## src/rtl/fetch_pkg.sv

```systemverilog
// Shared types and constants for the instruction-fetch response block.
package fetch_pkg;

  typedef enum logic [1:0] {
    IDLE = 2'd0,
    REQ  = 2'd1,
    RESP = 2'd2,
    DROP = 2'd3
  } fetch_state_e;

  localparam logic [31:0] NOP         = 32'h0000_0013;
  localparam int unsigned TIMEOUT_DEF = 15;
  localparam int unsigned ADDR_W_DEF  = 14;

endpackage

```

## src/rtl/fetch_resp_if.sv

```systemverilog
// Core-side fetch handshake and memory read port bundled for fetch_resp.
interface fetch_resp_if #(
  parameter int unsigned ADDR_W = fetch_pkg::ADDR_W_DEF
);
  logic              core_req;
  logic [31:0]       core_addr;
  logic              core_flush;
  logic [31:0]       core_instr;
  logic              core_valid;
  logic              core_stall;
  logic              core_err;
  logic              mem_cs;
  logic [ADDR_W-1:0] mem_addr;
  logic [31:0]       mem_rdata;
  logic              mem_ready;

  modport slave (
    input  core_req, core_addr, core_flush, mem_rdata, mem_ready,
    output core_instr, core_valid, core_stall, core_err, mem_cs, mem_addr
  );

  modport master (
    output core_req, core_addr, core_flush, mem_rdata, mem_ready,
    input  core_instr, core_valid, core_stall, core_err, mem_cs, mem_addr
  );
endinterface

```

## src/rtl/fetch_buf.sv

```systemverilog
// One-entry last-fetch buffer: word-address tag, instruction data, valid bit.
module fetch_buf #(
  parameter int unsigned TAG_W = 14
) (
  input  logic             clk,
  input  logic             rst,
  input  logic             fill_i,
  input  logic             inval_i,
  input  logic [TAG_W-1:0] fill_tag_i,
  input  logic [31:0]      fill_data_i,
  input  logic [TAG_W-1:0] lookup_tag_i,
  output logic             hit_c_o,
  output logic [31:0]      data_o
);

  logic             valid_q;
  logic [TAG_W-1:0] tag_q;
  logic [31:0]      data_q;

  always_ff @(posedge clk) begin
    if (rst) begin
      valid_q <= 1'b0;
      tag_q   <= '0;
      data_q  <= '0;
    end else if (fill_i) begin
      valid_q <= 1'b1;
      tag_q   <= fill_tag_i;
      data_q  <= fill_data_i;
    end else if (inval_i) begin
      valid_q <= 1'b0;
    end
  end

  assign hit_c_o = valid_q & (tag_q == lookup_tag_i);
  assign data_o  = data_q;

endmodule

```

## src/rtl/fetch_resp.sv

```systemverilog
// Instruction-fetch response FSM between the IF stage and a word memory.
// Optional last-fetch buffer enabled by defining FETCH_BUF_EN.
module fetch_resp
  import fetch_pkg::*;
#(
  parameter int unsigned ADDR_W  = ADDR_W_DEF,
  parameter int unsigned TIMEOUT = TIMEOUT_DEF
) (
  input logic         clk,
  input logic         rst,
  fetch_resp_if.slave bus
);

  localparam int unsigned    CNT_W    = $clog2(TIMEOUT + 1);
  localparam logic [CNT_W-1:0] CNT_LAST = CNT_W'(TIMEOUT - 1);

  fetch_state_e      state_q, state_d;
  logic [CNT_W-1:0]  cnt_q, cnt_d;
  logic [ADDR_W-1:0] addr_q, addr_d;
  logic [31:0]       instr_q, instr_d;
  logic              valid_q, valid_d;
  logic              err_q, err_d;
  logic              cs_q, cs_d;

  logic              issue_c;
  logic [ADDR_W-1:0] req_addr_c;
  logic              buf_fill_c, buf_inval_c, buf_hit_c;
  logic [31:0]       buf_data;

  assign issue_c    = bus.core_req & ~bus.core_flush;
  assign req_addr_c = bus.core_addr[ADDR_W+1:2];

  always_ff @(posedge clk) begin
    if (rst) begin
      state_q <= IDLE;
      cnt_q   <= '0;
      addr_q  <= '0;
      instr_q <= '0;
      valid_q <= 1'b0;
      err_q   <= 1'b0;
      cs_q    <= 1'b0;
    end else begin
      state_q <= state_d;
      cnt_q   <= cnt_d;
      addr_q  <= addr_d;
      instr_q <= instr_d;
      valid_q <= valid_d;
      err_q   <= err_d;
      cs_q    <= cs_d;
    end
  end

  // Next state plus the registered response/memory-request values it implies.
  always_comb begin
    state_d     = state_q;
    cnt_d       = cnt_q;
    addr_d      = addr_q;
    instr_d     = instr_q;
    valid_d     = 1'b0;
    err_d       = 1'b0;
    cs_d        = 1'b0;
    buf_fill_c  = 1'b0;
    buf_inval_c = 1'b0;
    unique case (state_q)
      IDLE, RESP: begin
        state_d = IDLE;
        if (issue_c) begin
          if (bus.core_addr[1:0] != 2'b00) begin
            state_d = RESP;
            valid_d = 1'b1;
            err_d   = 1'b1;
            instr_d = NOP;
          end else if (buf_hit_c) begin
            state_d = RESP;
            valid_d = 1'b1;
            instr_d = buf_data;
          end else begin
            state_d = REQ;
            addr_d  = req_addr_c;
            cnt_d   = '0;
            cs_d    = 1'b1;
          end
        end
      end
      REQ: begin
        if (bus.core_flush) begin
          // A flush racing the completion or the last wait cycle has nothing left to drain.
          if (bus.mem_ready || cnt_q == CNT_LAST) begin
            state_d = IDLE;
          end else begin
            state_d = DROP;
            cnt_d   = cnt_q + CNT_W'(1);
          end
        end else if (bus.mem_ready) begin
          state_d    = RESP;
          valid_d    = 1'b1;
          instr_d    = bus.mem_rdata;
          buf_fill_c = 1'b1;
        end else if (cnt_q == CNT_LAST) begin
          state_d     = RESP;
          valid_d     = 1'b1;
          err_d       = 1'b1;
          instr_d     = NOP;
          buf_inval_c = 1'b1;
        end else begin
          cnt_d = cnt_q + CNT_W'(1);
          cs_d  = 1'b1;
        end
      end
      DROP: begin
        if (bus.mem_ready || cnt_q == CNT_LAST) state_d = IDLE;
        else cnt_d = cnt_q + CNT_W'(1);
      end
      default: state_d = IDLE;
    endcase
  end

`ifdef FETCH_BUF_EN
  fetch_buf #(.TAG_W(ADDR_W)) u_buf (
    .clk         (clk),
    .rst         (rst),
    .fill_i      (buf_fill_c),
    .inval_i     (buf_inval_c),
    .fill_tag_i  (addr_q),
    .fill_data_i (bus.mem_rdata),
    .lookup_tag_i(req_addr_c),
    .hit_c_o     (buf_hit_c),
    .data_o      (buf_data)
  );
`else
  assign buf_hit_c = 1'b0;
  assign buf_data  = '0;
  logic unused_buf_c;
  assign unused_buf_c = ^{buf_fill_c, buf_inval_c};
`endif

  logic unused_addr_c;
  assign unused_addr_c = ^bus.core_addr[31:ADDR_W+2];

  // A same-cycle flush kills the response being presented.
  assign bus.core_valid = valid_q & ~bus.core_flush;
  assign bus.core_err   = err_q & ~bus.core_flush;
  assign bus.core_instr = instr_q;
  assign bus.mem_cs     = cs_q;
  assign bus.mem_addr   = addr_q;
  assign bus.core_stall = (state_q == REQ) | (state_q == DROP) | ((state_q == IDLE) & issue_c);

endmodule

```

## src/flat_wrapper.sv

```systemverilog
// flat-port wrapper written by rule: the top's interface ports become plain ports
module fetch_resp_flat import fetch_pkg::*;
#(
  parameter int unsigned ADDR_W  = ADDR_W_DEF,
  parameter int unsigned TIMEOUT = TIMEOUT_DEF
)
  (clk, rst, bus_core_req, bus_core_addr, bus_core_flush, bus_mem_rdata, bus_mem_ready, bus_core_instr, bus_core_valid, bus_core_stall, bus_core_err, bus_mem_cs, bus_mem_addr);
  fetch_resp_if #(.ADDR_W(ADDR_W)) bus_i ();
  input logic clk;
  input logic rst;
  input wire logic [$bits(bus_i.core_req)-1:0] bus_core_req;
  input wire logic [$bits(bus_i.core_addr)-1:0] bus_core_addr;
  input wire logic [$bits(bus_i.core_flush)-1:0] bus_core_flush;
  input wire logic [$bits(bus_i.mem_rdata)-1:0] bus_mem_rdata;
  input wire logic [$bits(bus_i.mem_ready)-1:0] bus_mem_ready;
  output wire logic [$bits(bus_i.core_instr)-1:0] bus_core_instr;
  output wire logic [$bits(bus_i.core_valid)-1:0] bus_core_valid;
  output wire logic [$bits(bus_i.core_stall)-1:0] bus_core_stall;
  output wire logic [$bits(bus_i.core_err)-1:0] bus_core_err;
  output wire logic [$bits(bus_i.mem_cs)-1:0] bus_mem_cs;
  output wire logic [$bits(bus_i.mem_addr)-1:0] bus_mem_addr;
  assign bus_i.core_req = bus_core_req;
  assign bus_i.core_addr = bus_core_addr;
  assign bus_i.core_flush = bus_core_flush;
  assign bus_i.mem_rdata = bus_mem_rdata;
  assign bus_i.mem_ready = bus_mem_ready;
  assign bus_core_instr = bus_i.core_instr;
  assign bus_core_valid = bus_i.core_valid;
  assign bus_core_stall = bus_i.core_stall;
  assign bus_core_err = bus_i.core_err;
  assign bus_mem_cs = bus_i.mem_cs;
  assign bus_mem_addr = bus_i.mem_addr;
  fetch_resp #(.ADDR_W(ADDR_W), .TIMEOUT(TIMEOUT)) u_core (.clk(clk), .rst(rst), .bus(bus_i));
endmodule
```

## config.mk

```make
export PLATFORM = sky130hd
export DESIGN_NAME = fetch_resp_flat
export DESIGN_NICKNAME = d
export VERILOG_FILES = /design/src/rtl/fetch_pkg.sv /design/src/rtl/fetch_resp_if.sv /design/src/rtl/fetch_buf.sv /design/src/rtl/fetch_resp.sv /design/src/flat_wrapper.sv
export SDC_FILE = /design/constraint.sdc
export NUM_CORES = 1
export LEC_CHECK = 0
export ABC_AREA = 1
export BUFFER_PORTS_ARGS = -buffer_cell sky130_fd_sc_hd__buf_2
export CORE_AREA = 2 2 89 82
export DETAILED_ROUTE_END_ITERATION = 10
export DIE_AREA = 0 0 91 84
export PLACE_DENSITY = 0.69
export SLEW_MARGIN = 0
export SYNTH_ARGS = -nofsm -noshare
export SYNTH_HDL_FRONTEND = slang
export SYNTH_SLANG_ARGS = --single-unit
```

## constraint.sdc

```tcl
create_clock -name clk -period 4 [get_ports clk]
set_input_delay 0.4 -clock clk [delete_from_list [all_inputs] [get_ports clk]]
set_output_delay 0.4 -clock clk [all_outputs]
set_load 0.005 [all_outputs]
```

* Yosys cells after proc, flatten, opt, wreduce, memory -nomap -nowiden
Cells that the tools add are included.
Widths: inputs -> output; s select.
** Storage, ports and cells
- Register bits :: 55
- Latch bits :: 0
- RAM bits :: 0
- ROM bits :: 0
- Output and inout port bits :: 50
- Memories kept :: 0
** Cells by class
- $add $sub $neg :: 1
- Multipliers :: 0
- Div/mod/pow operators :: 0
- Magnitude comparators :: 0
- Equality and inequality tests :: 13
- Shift-type cells :: 0
- Multiplexer cells :: 36
- Bitwise logic cells :: 8
- Reductions and logical operators :: 9
** Operators by type and width (count)
- $mux 32 :: 5
- $pmux 32 s2 :: 1
- $mux 4 :: 6
- $mux 2 :: 7
- $mux 1 :: 12
- $pmux 4 s3 :: 1
- $ne 2x1->1 const B :: 3
- $ne 3x3->1 const B :: 2
- $pmux 1 s2 :: 3
- $pmux 2 s3 :: 1
- $reduce_and 5->1 :: 1
- $add 4x1->4 const B :: 1
- $and 1x1->1 :: 4
- $eq 2x2->1 const B :: 2
- $eq 4x4->1 const B :: 1
- $ne 2x2->1 const B :: 2
- $ne 4x3->1 const B :: 1
- $reduce_and 4->1 :: 1
- $reduce_bool 2->1 :: 2
- $ne 3x2->1 const B :: 1
- $reduce_and 3->1 :: 1
- $eq 2x1->1 const B :: 1
- $logic_not 2->1 :: 1
- $not 1->1 :: 2
- other kinds (4) :: 5

* Logic depth before layout (Yosys ltp)
- Depth after elaboration :: 5
- Depth in mapped cells :: 10
- Mapped depth without buffers :: 10

* Worst setup path before layout
Ideal clock, no wire load.
- Kind :: register -> register
- From :: register u_core.cnt_q[0]
- To :: register u_core.instr_q[30], in the netlist u_core.bus.core_instr[30]
- Setup time :: 71 ps
- Arrival :: 1397 ps
- Required time :: 3929 ps
- Slack :: 2532 ps
- Stages on the path, launching flop included :: 11
- Path buffers :: 1
- Clock period less this slack :: 1468 ps
- Cell sequence :: dfxtp_1 > inv_1 > ha_1 > nand3_4 > nand2_8 > nand2_8 > nand2_8 > inv_6 > buf_6 > nand2_2 > a21oi_2
** Between the ends
- Longest elaborated chain between the ends :: 3
** Ends and longest elaborated chain
- from (decl) :: line fetch_resp.sv:18 : logic [CNT_W-1:0] cnt_q, cnt_d;
- from (signal assigned) :: line fetch_resp.sv:44 : cnt_q <= cnt_d;
- $eq 4x4->1 :: line fetch_resp.sv:99 : end else if (cnt_q == CNT_LAST) begin
- $ne 3x2->1 (no source line)
- $reduce_and 5->1 (no source line)
- to (signal assigned) :: line fetch_resp.sv:46 : instr_q <= instr_d;
- to (decl) :: line fetch_resp.sv:20 : logic [31:0] instr_q, instr_d;
Every way passes these cells.
A chain may end at the register's enable or synchronous reset.

* Worst setup path after layout
- From :: register u_core.state_q[0]
- To :: register u_core.instr_q[5], in the netlist u_core.bus.core_instr[5]
** Between the ends
- Longest elaborated chain between the ends :: 4
** Ends and longest elaborated chain
- from (decl) :: line fetch_resp.sv:17 : fetch_state_e state_q, state_d;
- from (signal assigned) :: line fetch_resp.sv:43 : state_q <= state_d;
- $eq 2x2->1 / $logic_not 2->1 (equally long branches) :: line fetch_resp.sv:64 : unique case (state_q)
- $reduce_or 2->1 :: line fetch_resp.sv:64
- $ne 2x1->1 (no source line) / $reduce_bool 2->1 (equally long branches)
- $reduce_and 5->1 (no source line)
Parallel ways exist; a longest one is shown, timed or not.

==> out/results.ini <==
[outcome]
status=finished clean

[global_route]
grtUsageTotal=0.150
busiest_layer=met2
grt_max_degree=37
grt_first_pass_wirelength_um=9570
use_met2=0.264
grt_use_met1=0.184
grt_pass1_vias=2118
antenna_found_initial=0
grtUsageMet3=0.0388
grt-ovfl-total=0

[hold_path]
min_path_type=in -> reg

[sta]
relSlewSlack=0.509
slew_violations=0
rsz0062_at_grt=false
max_clock_freq_ghz=0.517
setup_tns_ns=0
worst_slack_ns=2.06
worst_slew_pin_slew_ns=0.735
period_share=0.484
setup_viol=0
final-hold-violation-count=0
fin_crit_ns=1.94
hold_ws_ns=0.314
finalClockSkew_ns=0.00587

[final_layout]
seq_area_mm2=0.00110
n_antenna_cell=0
final_cells=487
final_common_cell=buf_2
drive_above_1_share=0.497
multiInputGateArea_mm2=0.00130
area_growth_pct=23.1
mostFrequentLayoutCells=buf_2 (102), dfxtp_1 (55), nor2_1 (46)
fill_cells=719
final_nets=464

[setup_path]
slowest_delay_ns=0.59
rr_worst_depth=5
reg2reg_from=u_core.state_q[0]$_SDFFE_PP0P_
rrSetupSlack_ns=2.06
crit_path_start=u_core.state_q[0]$_SDFFE_PP0P_
worstPathArrival_ns=2.18
cp-start-kind=flip-flop
crit_path_top_delay_cell=nor2_4
crit_path_end_kind=flip-flop
endpoint=u_core.bus.core_instr[5]$_SDFFE_PP0P_
path_max_fanout=19
path_cells=nand2_1 > nor2_4 > buf_4 > nand3_2 > a21oi_2
path_class=reg -> reg
r2r_end=u_core.bus.core_instr[5]$_SDFFE_PP0P_
cp.required_ns=4.24

[synthesis]
async_flop_share=0
netlist_instances=300
ys_warn_count=0
syn_area_per_cell_um2=8.76
syn-num-nets=371
synth-seq-area-share=0.419
synth_edf_count=0
yosys_most_used_dff=dfxtp_1
syn_area_mm2=0.00263
ys_ff_latch=55
synth.distinct_cells=27

[clock_tree]
ctsResizeCount=0
post_cts_buffers=0
numCtsBuffers=5
clkTransAtPathRegs_ns=0.10
h-tree-depth=2
hold_buffers=0
clockRootBuffer=clkbuf_8
clock_latency_ns=0.30
cts_buffer_depth=2
cts_tree=built
clock_sinks=55

[floorplan]
row_count=29
start_util=0.385
ioPinCount=119
die_height_um=84
die_area_mm2=0.00764
die_x_um=91
core_area_mm2=0.00682

[route]
viasPerCell=4.58
drc_errors=0
ant_nets=0
drt_pass1_iterations=4
routed_wl_um=5740
vias=2229
drtIter0Drc=60
post_drt_wl_per_cell_um=11.8

[placement]
gp_congestion=0.815
post-place-ws_ns=2.06
io_buffers=102
hpwl_um=4010
post-place-cells=479

[power]
ir_drop_uv=145
powerDensity_mw_per_mm2=325
power_leakage_nw=1.35

[job]
maxCapViolCount=0

-- cell type report --
type,count,area share
Sequential cell,55,0.340
Tap cell,93,0.0360
Inverter,19,0.0244
Multi-Input combinational cell,208,0.402
Timing Repair Buffer,104,0.162
Clock inverter,3,0.0135
Clock buffer,5,0.0213
-- cell usage after synthesis, types with 2 or more instances --
| cell type | n | area share |
|---|---|---|
| nand3_4 | 2 | 0.013 |
| a21oi_1 | 10 | 0.019 |
| buf_1 | 3 | 0.0043 |
| nand2_8 | 3 | 0.023 |
| o21ai_1 | 3 | 0.0057 |
| nand2_1 | 41 | 0.059 |
| dfxtp_1 | 55 | 0.42 |
| ha_1 | 2 | 0.0095 |
| a21oi_2 | 30 | 0.10 |
| nand3_2 | 27 | 0.10 |
| o21ai_0 | 23 | 0.044 |
| nor2_1 | 47 | 0.067 |
| buf_6 | 4 | 0.017 |
| clkbuf_1 | 3 | 0.0043 |
| nand3_1 | 5 | 0.0095 |
| buf_12 | 3 | 0.023 |
| buf_2 | 4 | 0.0076 |
| inv_2 | 5 | 0.0071 |
| inv_1 | 12 | 0.017 |
| nand2_2 | 11 | 0.026 |
-- power breakdown --
| group | leakage (nW) | switching (W) | total [W] | internal [W] |
|---|---|---|---|---|
| Sequential | 0.446 | 0.00000697 | 0.000566 | 0.000559 |
| Clock | 0.0581 | 0.000184 | 0.000370 | 0.000187 |
| Combinational | 0.843 | 0.0000697 | 0.000115 | 0.0000449 |
| Total | 1.35 | 0.000260 | 0.00105 | 0.000791 |
-- critical path, delay by kind of cell, from the launching register on --
family,cells,cell delay (ns)
AND/OR/NAND/NOR,3,0.86
buffers and inverters,1,0.36
flip-flops,1,0.52
AO/OA/AOI/OAI,1,0.13
-- through the flow --
step,utilization,instance area [µm²],power [W]
2_1_floorplan,-,2630,0.000655
3_3_place_gp,0.458,3120,0.000694
3_5_place_dp,0.458,3120,0.000696
4_1_cts,0.474,3230,0.00107
5_1_grt,0.474,3230,0.00111
6_report,0.474,3230,0.00105
-- registers in the layout (all words and copies together) (netlist names) --
name                   count
u_core.bus.mem_cs          1
u_core.err_q               1
u_core.state_q             2
u_core.bus.mem_addr       14
u_core.bus.core_instr     32
u_core.valid_q             1
u_core.cnt_q               4
-- worst min path at each step --
stage	from	endpoint	slack (ns)	cells past startpoint
CTS	bus_mem_rdata[29]	u_core.bus.core_instr[29]$_SDFFE_PP0P_	0.30	3
global route	bus_mem_rdata[2]	u_core.bus.core_instr[2]$_SDFFE_PP0P_	0.30	3
detailed placement	u_core.bus.core_instr[1]$_SDFFE_PP0P_	u_core.bus.core_instr[1]$_SDFFE_PP0P_	0.46	2
finish	bus_mem_rdata[29]	u_core.bus.core_instr[29]$_SDFFE_PP0P_	0.31	3
floorplan	u_core.bus.core_instr[0]$_SDFFE_PP0P_	u_core.bus.core_instr[0]$_SDFFE_PP0P_	0.46	2
global placement	u_core.bus.core_instr[0]$_SDFFE_PP0P_	u_core.bus.core_instr[0]$_SDFFE_PP0P_	0.45	2
-- layer usage --
metal / wire, µm / vias up / share of wire
met5: 0 / - / 0
met4: 48 / 0 / 0.0084
met3: 319 / 6 / 0.056
met2: 2710 / 60 / 0.47
met1: 2660 / 1001 / 0.46
li1: - / 1162 / -
-- kinds of logic (layout without fill, tap and decap cells) --
kind of cell	count (synthesis)	in the layout	share of synthesized area
simple gates	138	138	0.307
compound gates	67	67	0.172
flops	55	55	0.419
buf+inv	37	131	0.0890
fa+ha+maj	2	2	0.00952
xor+xnor	1	1	0.00333
Note: power is estimated with default switching activity, not from simulation.
